### config.mk
export PLATFORM = sky130hd
export DESIGN_NAME = packet_pb_scheduler_flat
export DESIGN_NICKNAME = d
export VERILOG_FILES = /design/src/rtl/packet_pb_scheduler_if.sv /design/src/rtl/packet_pb_scheduler.sv /design/src/flat_wrapper.sv
export SDC_FILE = /design/constraint.sdc
export NUM_CORES = 1
export LEC_CHECK = 0
export ABC_AREA = 1
export BUFFER_PORTS_ARGS = -buffer_cell sky130_fd_sc_hd__buf_2
export CAP_MARGIN = 10
export CORE_ASPECT_RATIO = 1.25
export CORE_MARGIN = 2
export CORE_UTILIZATION = 25
export CTS_CLUSTER_DIAMETER = 100
export DETAILED_ROUTE_END_ITERATION = 8
export SLEW_MARGIN = 10
export SYNTH_ARGS = -nofsm -noshare
export SYNTH_HDL_FRONTEND = slang
export SYNTH_SLANG_ARGS = --single-unit
### constraint.sdc
create_clock -name clock -period 2.72 [get_ports clock]
set_input_delay 0.816 -clock clock [delete_from_list [all_inputs] [get_ports clock]]
set_output_delay 0.816 -clock clock [all_outputs]
set_load 0.02 [all_outputs]
### src/rtl/packet_pb_scheduler_if.sv
// Bundle between the per-TG descriptor logic, the packet playback scheduler and the shared packet memory.
interface packet_pb_scheduler_if #(
  parameter int unsigned N          = 4,
  parameter int unsigned ADDR_WIDTH = 8,
  parameter int unsigned LEN_WIDTH  = 4
);
  logic                      enable;
  logic [N-1:0]              ready;
  logic [N-1:0]              request;
  logic [N*ADDR_WIDTH-1:0]   pkt_addr;
  logic [N*LEN_WIDTH-1:0]    pkt_len;
  logic                      mem_rd_en;
  logic [ADDR_WIDTH-1:0]     mem_rd_addr;
  logic [N-1:0]              grant;
  logic [N-1:0]              flit_valid;
  logic [N-1:0]              done;
  logic                      busy;

  // Descriptor/requester side drives the requests and observes the playback stream.
  modport master (
    output enable, ready, request, pkt_addr, pkt_len,
    input  mem_rd_en, mem_rd_addr, grant, flit_valid, done, busy
  );

  // Scheduler side.
  modport slave (
    input  enable, ready, request, pkt_addr, pkt_len,
    output mem_rd_en, mem_rd_addr, grant, flit_valid, done, busy
  );
endinterface

### src/rtl/packet_pb_scheduler.sv
// Round-robin playback scheduler: grants one TG at a time the shared single-read-port
// packet memory and streams its packet flit by flit (memory read latency of one cycle).
module packet_pb_scheduler #(
  parameter int unsigned N          = 4,
  parameter int unsigned ADDR_WIDTH = 8,
  parameter int unsigned LEN_WIDTH  = 4
) (
  input  logic                 clock,
  input  logic                 reset,
  packet_pb_scheduler_if.slave bus
);

  localparam int unsigned IDX_W = (N > 1) ? $clog2(N) : 1;
  localparam int unsigned PW    = IDX_W + 1;

  typedef enum logic [1:0] {
    IDLE  = 2'd0,
    READ  = 2'd1,
    DRAIN = 2'd2,
    DONE0 = 2'd3
  } state_t;

  state_t                state_q, state_d;
  logic [N-1:0]          prio_q, prio_d;
  logic [N-1:0]          grant_q, grant_d;
  logic [ADDR_WIDTH-1:0] addr_q, addr_d;
  logic [LEN_WIDTH-1:0]  len_q, len_d;
  logic [LEN_WIDTH-1:0]  cnt_q, cnt_d;
  logic                  rd_en_q, rd_en_d;
  logic [N-1:0]          fv_q, fv_d;
  logic [N-1:0]          done_q, done_d;
  logic                  busy_q, busy_d;

  logic [N-1:0]          eligible;
  logic [IDX_W-1:0]      prio_idx;
  logic [PW-1:0]         pos;
  logic                  found;
  logic [IDX_W-1:0]      win_idx;
  logic [N-1:0]          win_onehot;
  logic [N-1:0]          prio_next;
  logic [ADDR_WIDTH-1:0] sel_addr;
  logic [LEN_WIDTH-1:0]  sel_len;

  // Round-robin search: first eligible TG at or above the priority pointer, wrapping.
  always_comb begin
    eligible = bus.enable ? (bus.ready & bus.request) : '0;
    prio_idx = '0;
    for (int unsigned i = 0; i < N; i++) begin
      if (prio_q[i]) prio_idx = IDX_W'(i);
    end
    found   = 1'b0;
    win_idx = '0;
    pos     = '0;
    for (int unsigned i = 0; i < N; i++) begin
      pos = {1'b0, prio_idx} + PW'(i);
      if (pos >= PW'(N)) pos = pos - PW'(N);
      if (!found && eligible[pos[IDX_W-1:0]]) begin
        found   = 1'b1;
        win_idx = pos[IDX_W-1:0];
      end
    end
    win_onehot = found ? (N'(1) << win_idx) : '0;
    prio_next  = (win_idx == IDX_W'(N - 1)) ? N'(1) : (N'(1) << (win_idx + IDX_W'(1)));
  end

  // Descriptor mux for the winning TG.
  always_comb begin
    sel_addr = '0;
    sel_len  = '0;
    for (int unsigned i = 0; i < N; i++) begin
      if (IDX_W'(i) == win_idx) begin
        sel_addr = bus.pkt_addr[i*ADDR_WIDTH +: ADDR_WIDTH];
        sel_len  = bus.pkt_len[i*LEN_WIDTH +: LEN_WIDTH];
      end
    end
  end

  // Next-state and next-output logic; every output is the registered copy of these values.
  always_comb begin
    state_d = state_q;
    prio_d  = prio_q;
    grant_d = grant_q;
    addr_d  = addr_q;
    len_d   = len_q;
    cnt_d   = cnt_q;
    rd_en_d = 1'b0;
    fv_d    = '0;
    done_d  = '0;
    busy_d  = 1'b0;
    case (state_q)
      IDLE: begin
        grant_d = '0;
        if (found) begin
          prio_d  = prio_next;
          grant_d = win_onehot;
          len_d   = sel_len;
          busy_d  = 1'b1;
          if (sel_len != '0) begin
            state_d = READ;
            rd_en_d = 1'b1;
            addr_d  = sel_addr;
            cnt_d   = LEN_WIDTH'(1);
          end else begin
            state_d = DONE0;
            done_d  = win_onehot;
          end
        end
      end
      READ: begin
        busy_d = 1'b1;
        fv_d   = grant_q;
        if (cnt_q == len_q) begin
          state_d = DRAIN;
          done_d  = grant_q;
        end else begin
          rd_en_d = 1'b1;
          addr_d  = addr_q + ADDR_WIDTH'(1);
          cnt_d   = cnt_q + LEN_WIDTH'(1);
        end
      end
      DRAIN, DONE0: begin
        state_d = IDLE;
        grant_d = '0;
      end
      default: begin
        state_d = IDLE;
        grant_d = '0;
      end
    endcase
  end

  // State and output registers.
  always_ff @(posedge clock) begin
    if (reset) begin
      state_q <= IDLE;
      prio_q  <= N'(1);
      grant_q <= '0;
      addr_q  <= '0;
      len_q   <= '0;
      cnt_q   <= '0;
      rd_en_q <= 1'b0;
      fv_q    <= '0;
      done_q  <= '0;
      busy_q  <= 1'b0;
    end else begin
      state_q <= state_d;
      prio_q  <= prio_d;
      grant_q <= grant_d;
      addr_q  <= addr_d;
      len_q   <= len_d;
      cnt_q   <= cnt_d;
      rd_en_q <= rd_en_d;
      fv_q    <= fv_d;
      done_q  <= done_d;
      busy_q  <= busy_d;
    end
  end

  assign bus.mem_rd_en   = rd_en_q;
  assign bus.mem_rd_addr = addr_q;
  assign bus.grant       = grant_q;
  assign bus.flit_valid  = fv_q;
  assign bus.done        = done_q;
  assign bus.busy        = busy_q;

endmodule

### src/flat_wrapper.sv
// flat-port wrapper written by rule: the top's interface ports become plain ports
module packet_pb_scheduler_flat 
#(
  parameter int unsigned N          = 4,
  parameter int unsigned ADDR_WIDTH = 8,
  parameter int unsigned LEN_WIDTH  = 4
)
  (clock, reset, bus_enable, bus_ready, bus_request, bus_pkt_addr, bus_pkt_len, bus_mem_rd_en, bus_mem_rd_addr, bus_grant, bus_flit_valid, bus_done, bus_busy);
  packet_pb_scheduler_if #(.N(N), .ADDR_WIDTH(ADDR_WIDTH), .LEN_WIDTH(LEN_WIDTH)) bus_i ();
  input  logic clock;
  input  logic reset;
  input wire logic [$bits(bus_i.enable)-1:0] bus_enable;
  input wire logic [$bits(bus_i.ready)-1:0] bus_ready;
  input wire logic [$bits(bus_i.request)-1:0] bus_request;
  input wire logic [$bits(bus_i.pkt_addr)-1:0] bus_pkt_addr;
  input wire logic [$bits(bus_i.pkt_len)-1:0] bus_pkt_len;
  output wire logic [$bits(bus_i.mem_rd_en)-1:0] bus_mem_rd_en;
  output wire logic [$bits(bus_i.mem_rd_addr)-1:0] bus_mem_rd_addr;
  output wire logic [$bits(bus_i.grant)-1:0] bus_grant;
  output wire logic [$bits(bus_i.flit_valid)-1:0] bus_flit_valid;
  output wire logic [$bits(bus_i.done)-1:0] bus_done;
  output wire logic [$bits(bus_i.busy)-1:0] bus_busy;
  assign bus_i.enable = bus_enable;
  assign bus_i.ready = bus_ready;
  assign bus_i.request = bus_request;
  assign bus_i.pkt_addr = bus_pkt_addr;
  assign bus_i.pkt_len = bus_pkt_len;
  assign bus_mem_rd_en = bus_i.mem_rd_en;
  assign bus_mem_rd_addr = bus_i.mem_rd_addr;
  assign bus_grant = bus_i.grant;
  assign bus_flit_valid = bus_i.flit_valid;
  assign bus_done = bus_i.done;
  assign bus_busy = bus_i.busy;
  packet_pb_scheduler #(.N(N), .ADDR_WIDTH(ADDR_WIDTH), .LEN_WIDTH(LEN_WIDTH)) u_core (.clock(clock), .reset(reset), .bus(bus_i));
endmodule
==> flow_summary.json, run 1 <==
{
  "clk_pin_slew_ns": 0.07,
  "drv_cap": 0,
  "worstPathMaxFanout": 6,
  "first_pass_iters": 4,
  "coreArea_um2": 8610,
  "grt-ovfl-total": 0,
  "finalClockSkew_ns": 0.00448,
  "clock_path_buffers": 2,
  "slew_viol_final": 0,
  "holdBufCountCts": 0,
  "cts_buffers": 5,
  "io_buffers": 80,
  "ys_warn_count": 0,
  "synth-compound-area-share": 0.101,
  "area_growth_pct": 45.8,
  "die_area_um2": 9550,
  "grt_pass1_wl_um": 10200,
  "setup_viol": 0,
  "worstMarginPinSlew_ns": 0.392,
  "timing.rr.end": "u_core.bus.mem_rd_addr[5]",
  "critical_path.cell_chain": "buf_2, nand3_4, nand3_2, nand2_2, nand2_1, nand2_2, nand2_2, nand2_2, nor2_2, nand2_4, nand2_4, buf_4, nand3_1, nand4_1, nor2_2, nand3_2, buf_4, nand3_1, nand2_1, nor2_1",
  "drcViolationCount": 0,
  "grt_pass1_vias": 2348,
  "hpwlAfterDp_um": 5170,
  "io-pin-count": 81,
  "fin_nets": 516,
  "cts_root_buf": "clkbuf_8",
  "grtUsageTotal": 0.133,
  "syn_inst": 342,
  "fmax_ghz": 0.385,
  "wl_um": 6720,
  "synthAdderAreaFrac": 0.0114,
  "cpPeakStageDelay_ns": 0.20,
  "synth-xor-area-share": 0.0319,
  "wl_per_cell_um": 11.7,
  "r2r-start": "u_core.prio_q[1]",
  "regToRegSetupSlack_ns": 0.18,
  "cp.required_ns": 2.95,
  "antenna_found_initial": 0,
  "cp.arrival_ns": 2.82,
  "yosysSeqAreaShare": 0.319,
  "syn-cell-area_um2": 2200,
  "worst-path-buf-inv": 3,
  "cp_slowest_cell": "buf_4",
  "fp.dieW_um": 87.8,
  "diodes": 0,
  "grt_max_degree": 24,
  "avgSynthCellArea_um2": 6.42,
  "finalNonFillerCells": 575,
  "insertion_delay_ns": 0.29,
  "finalCritPeriodShare": 0.954,
  "slew_headroom": 0.738,
  "cts_tree": "done",
  "ys_types": 34,
  "worstRegToRegCells": 18,
  "dp_cells": 558,
  "outcome": "finished, final reports clean",
  "hold_path_depth": 2,
  "avgViaCountPerCell": 4.56,
  "synth_top_family_by_area": "simple AND/OR/NAND/NOR gates",
  "hold_end": "u_core.bus.flit_valid[3]",
  "rows": 38,
  "synthMuxAreaShare": 0.00456,
  "drt_iter0_drc": 132,
  "cp_top_family": "simple AND/OR/NAND/NOR gates",
  "drtAntennaViolNets": 0,
  "hp-start": "u_core.bus.grant[3]",
  "die_h_um": 109,
  "min_path_type": "register to register",
  "ys_ff_latch": 35,
  "synthSimpleGateAreaFrac": 0.446,
  "critPathCaptureType": "register",
  "cpMostUsedCell": "nand2_2",
  "syn_nets": 403,
  "start_util": 0.255,
  "drive_above_1_share": 0.378,
  "min_period_ns": 2.60,
  "htreeDepth": 2,
  "clock-sinks": 35,
  "critPathLaunchType": "input pin",
  "via_count": 2624,
  "hold_viol": 0,
  "gp_congestion": 0.871,
  "crit_type": "input pin to register"
}
==> routing by layer <==
metal	routed length (um)	global-route usage	share of wire
met1	2680	0.148	0.40
met2	3600	0.244	0.54
met3	296	0.0273	0.044
met4	148	0.0527	0.022
met5	0	0	0
==> final cells by class <==
class / instances / area (um^2)
fillers: 931 / 5400
inverters: 35 / 134
flip-flops and latches: 35 / 702
well taps: 120 / 150
clock inverters: 1 / 30.0
multi-input cells: 265 / 1450
clock buffers: 6 / 72.6
repair buffers: 113 / 662
==> tightest hold or removal path, delay by kind of cell (launching register included) <==
family | cells | cell delay (ns)
flops | 1 | 0.31
simple gates | 2 | 0.14
==> worst max path at each step <==
stage / cells past startpoint / from / endpoint / slack [ns]
after detailed placement: 20 / bus_enable / u_core.bus.mem_rd_addr[6] / -0.17
after global routing: 20 / bus_request[3] / u_core.bus.mem_rd_addr[4] / -0.04
final: 20 / bus_ready[3] / u_core.bus.mem_rd_addr[5] / 0.12
after floorplan: 17 / bus_request[2] / u_core.bus.mem_rd_addr[3] / 0.16
after global placement: 19 / bus_enable / u_core.bus.mem_rd_addr[7] / -0.14
after CTS: 19 / bus_enable / u_core.bus.mem_rd_addr[6] / 0.14
==> Yosys cell counts (all sizes together) <==
master  instances  area share
nor3            1      0.0023
o22ai           6       0.017
mux2i           1      0.0046
xnor2           1      0.0040
buf             5       0.019
or2             1      0.0029
nand4          13       0.040
dfxtp          35        0.32
nor2           53        0.10
ha              2       0.011
a211oi          1      0.0034
clkbuf          4      0.0068
nand3          47        0.12
a21boi          2      0.0068
nand2          95        0.18
o21ai          12       0.029
a21oi          18       0.041
or4             1      0.0034
o211ai          1      0.0034
xor2            7       0.028
clkinv          1      0.0017
inv            34       0.058
nand3b          1      0.0034
==> per-stage QoR <==
stage / worst slack (ns) / setup TNS [ns] / hold WS [ns] / area, um^2 / util
after floorplan: 0.156 / 0 / 0.470 / 2200 / -
after global placement: -0.141 / -1.99 / 0.486 / 2880 / 0.334
after detailed placement: -0.165 / -2.40 / 0.491 / 2880 / 0.334
after CTS: 0.139 / 0 / 0.501 / 2980 / 0.346
after global routing: -0.0390 / -0.252 / 0.529 / 3200 / 0.372
final: 0.125 / 0 / 0.498 / 3200 / 0.372
==> sequential cells by signal, summed over array words and instances, names as in the netlist <==
signal and flops:
u_core.bus.grant 4, u_core.state_q 2, u_core.bus.flit_valid 4, u_core.len_q 4, u_core.cnt_q 4, u_core.bus.mem_rd_en 1, u_core.bus.mem_rd_addr 8, u_core.bus.busy 1
u_core.bus.done 4, u_core.prio_q 3
==> timing repair <==
action / CTS / global route
gates resized for setup: 0 / 38
buffers inserted: 0 / 7
setup endpoints to repair: 0 / 18
==> logic make-up (layout without fill, tap and decap cells) <==
family,after synthesis,after routing
flops,35,35
fa+ha+maj,2,2
buf+inv,44,155
simple gates,212,214
xor+xnor,8,8
compound gates,40,40
mux,1,1
==> cell usage in the layout, fill, tap and decap left out, types with 6 or more instances in the layout <==
| cell | synthesis | final |
|---|---|---|
| xor2_1 | 7 | 7 |
| nand4_1 | 12 | 12 |
| dfxtp_1 | 35 | 34 |
| nand2_2 | 4 | 12 |
| nand3_2 | 4 | 10 |
| a21oi_1 | 18 | 18 |
| nand2_1 | 88 | 79 |
| buf_4 | 0 | 32 |
| buf_2 | 1 | 79 |
| inv_1 | 29 | 29 |
| o21ai_0 | 10 | 10 |
| nand3_1 | 43 | 34 |
| nor2_2 | 9 | 10 |
| nor2_1 | 44 | 41 |
| o22ai_1 | 6 | 6 |
Power of run 1 is left out: the tool's default activity adds up to more than one toggle a clock period on the data nets, which glitch-free logic cannot reach.
==> run 2, diff against run 1 <==
Settings changed: CTS_BUF_LIST set to sky130_fd_sc_hd__clkbuf_8.
==> run 2 against run 1 <==
- sequential share of layout area stayed put
- final area did not move
- critical endpoint unchanged
- global-route usage unchanged
- hold slack is essentially flat
==> flow_summary.json, run 2 (synthesized netlist as in run 1, its figures left out) <==
{
  "critPathCaptureType": "register",
  "first_pass_iters": 4,
  "outcome": "finished, final reports clean",
  "crit_type": "input pin to register",
  "worstMarginPinSlew_ns": 0.393,
  "finalCritPeriodShare": 0.954,
  "drt_iter0_drc": 136,
  "setup.worst_path.end": "u_core.bus.mem_rd_addr[5]",
  "dp_cells": 558,
  "r2r-start": "u_core.prio_q[1]",
  "cpMostUsedCell": "nand2_2",
  "cpPeakStageDelay_ns": 0.20,
  "coreArea_um2": 8610,
  "hpwlAfterDp_um": 5170,
  "cts_root_buf": "clkbuf_8",
  "largest_register_ffs": 8,
  "grt-ovfl-total": 0,
  "critPathLaunchType": "input pin",
  "setup_tns_ns": 0,
  "clk_pin_slew_ns": 0.07,
  "die_area_um2": 9550,
  "via_count": 2631,
  "critical_path.cell_chain": "buf_2, nand3_4, nand3_2, nand2_2, nand2_1, nand2_2, nand2_2, nand2_2, nor2_2, nand2_4, nand2_4, buf_4, nand3_1, nand4_1, nor2_2, nand3_2, buf_4, nand3_1, nand2_1, nor2_1",
  "die_h_um": 109,
  "fp.dieW_um": 87.8,
  "clock-sinks": 35,
  "finalNonFillerCells": 575,
  "crit_start": "bus_ready[3]",
  "drv_cap": 0,
  "drtAntennaViolNets": 0,
  "fmax_ghz": 0.385,
  "regToRegSetupSlack_ns": 0.18,
  "cp.required_ns": 2.95,
  "finalClockSkew_ns": 0.00448,
  "grtUsageTotal": 0.133,
  "cp.depth": 20,
  "min_period_ns": 2.59,
  "wl_um": 6730,
  "timing.rr.end": "u_core.bus.mem_rd_addr[5]",
  "grt_max_degree": 24,
  "slew_viol_final": 0,
  "setup_ws_ns": 0.125,
  "min_path_type": "register to register",
  "cp.arrival_ns": 2.82,
  "fin_nets": 516,
  "start_util": 0.255,
  "setup_viol": 0,
  "worst-path-buf-inv": 3,
  "gp_congestion": 0.871,
  "insertion_delay_ns": 0.29,
  "io_buffers": 80,
  "clock_path_buffers": 2,
  "wl_per_cell_um": 11.7,
  "most-common-layout-cells": "nand2_1 (79), buf_2 (79), nor2_1 (41)",
  "antenna_found_initial": 0,
  "grt_pass1_vias": 2348,
  "worstRegToRegCells": 18,
  "cp_slowest_cell": "buf_4",
  "pre_cts_slack_ns": -0.165,
  "drive_above_1_share": 0.378,
  "cts_buffers": 5,
  "diodes": 0,
  "hold_viol": 0,
  "grt_pass1_wl_um": 10200,
  "rows": 38,
  "worstPathMaxFanout": 6,
  "area_growth_pct": 45.8,
  "htreeDepth": 2,
  "slew_headroom": 0.738,
  "cts_tree": "done",
  "io-pin-count": 81,
  "drcViolationCount": 0,
  "avgViaCountPerCell": 4.58,
  "cp_top_family": "simple AND/OR/NAND/NOR gates"
}
[run 2: changes by cell type in the layout (fill, tap and decap cells not counted)]
cell,change
inv_1,+1
clkbuf_1,-1
[run 2: metal layers]
metal	track usage	share of wire
met5	0	0
met3	0.0273	0.044
met4	0.0527	0.022
met1	0.148	0.40
met2	0.244	0.53
[run 2: final cells by class]
type / instances / area (um^2)
multi-input combinational: 265 / 1450
clock inverter: 2 / 33.8
sequential: 35 / 702
fill: 931 / 5400
clock buffer: 5 / 68.8
tap: 120 / 150
inverter: 35 / 134
timing repair buffer: 113 / 662
[run 2: stage by stage]
stage	hold WS, ns	cell area [um^2]	utilization
after global placement	0.486	2880	0.334
after CTS	0.501	2980	0.346
after detailed placement	0.491	2880	0.334
after global routing	0.529	3200	0.372
final	0.498	3200	0.372
after floorplan	0.470	2200	-
[run 2: what timing repair did]
item | 4_1_cts | 5_1_grt
buffers inserted | 0 | 7
resized for setup | 0 | 38
endpoints found under the setup margin | 0 | 18
hold buffers | 0 | 0
hold endpoints to repair | 0 | 0
[run 2: worst min path at each step]
stage | from | to | slack, ns | depth (start not counted)
6_report | u_core.bus.grant[3] | u_core.bus.flit_valid[3] | 0.50 | 2
3_5_place_dp | u_core.state_q[0] | u_core.state_q[1] | 0.49 | 2
2_1_floorplan | u_core.state_q[0] | u_core.state_q[1] | 0.47 | 2
3_3_place_gp | u_core.state_q[0] | u_core.state_q[1] | 0.49 | 2
5_1_grt | u_core.prio_q[3] | u_core.prio_q[3] | 0.53 | 2
4_1_cts | u_core.state_q[0] | u_core.state_q[1] | 0.50 | 2
[run 2: tightest hold or removal path, stage by stage (launching register included)]
cell     delay (ns)
dfxtp_1        0.31
nand2_1        0.10
nor2_1         0.04
Power of run 2 is left out for the same reason.
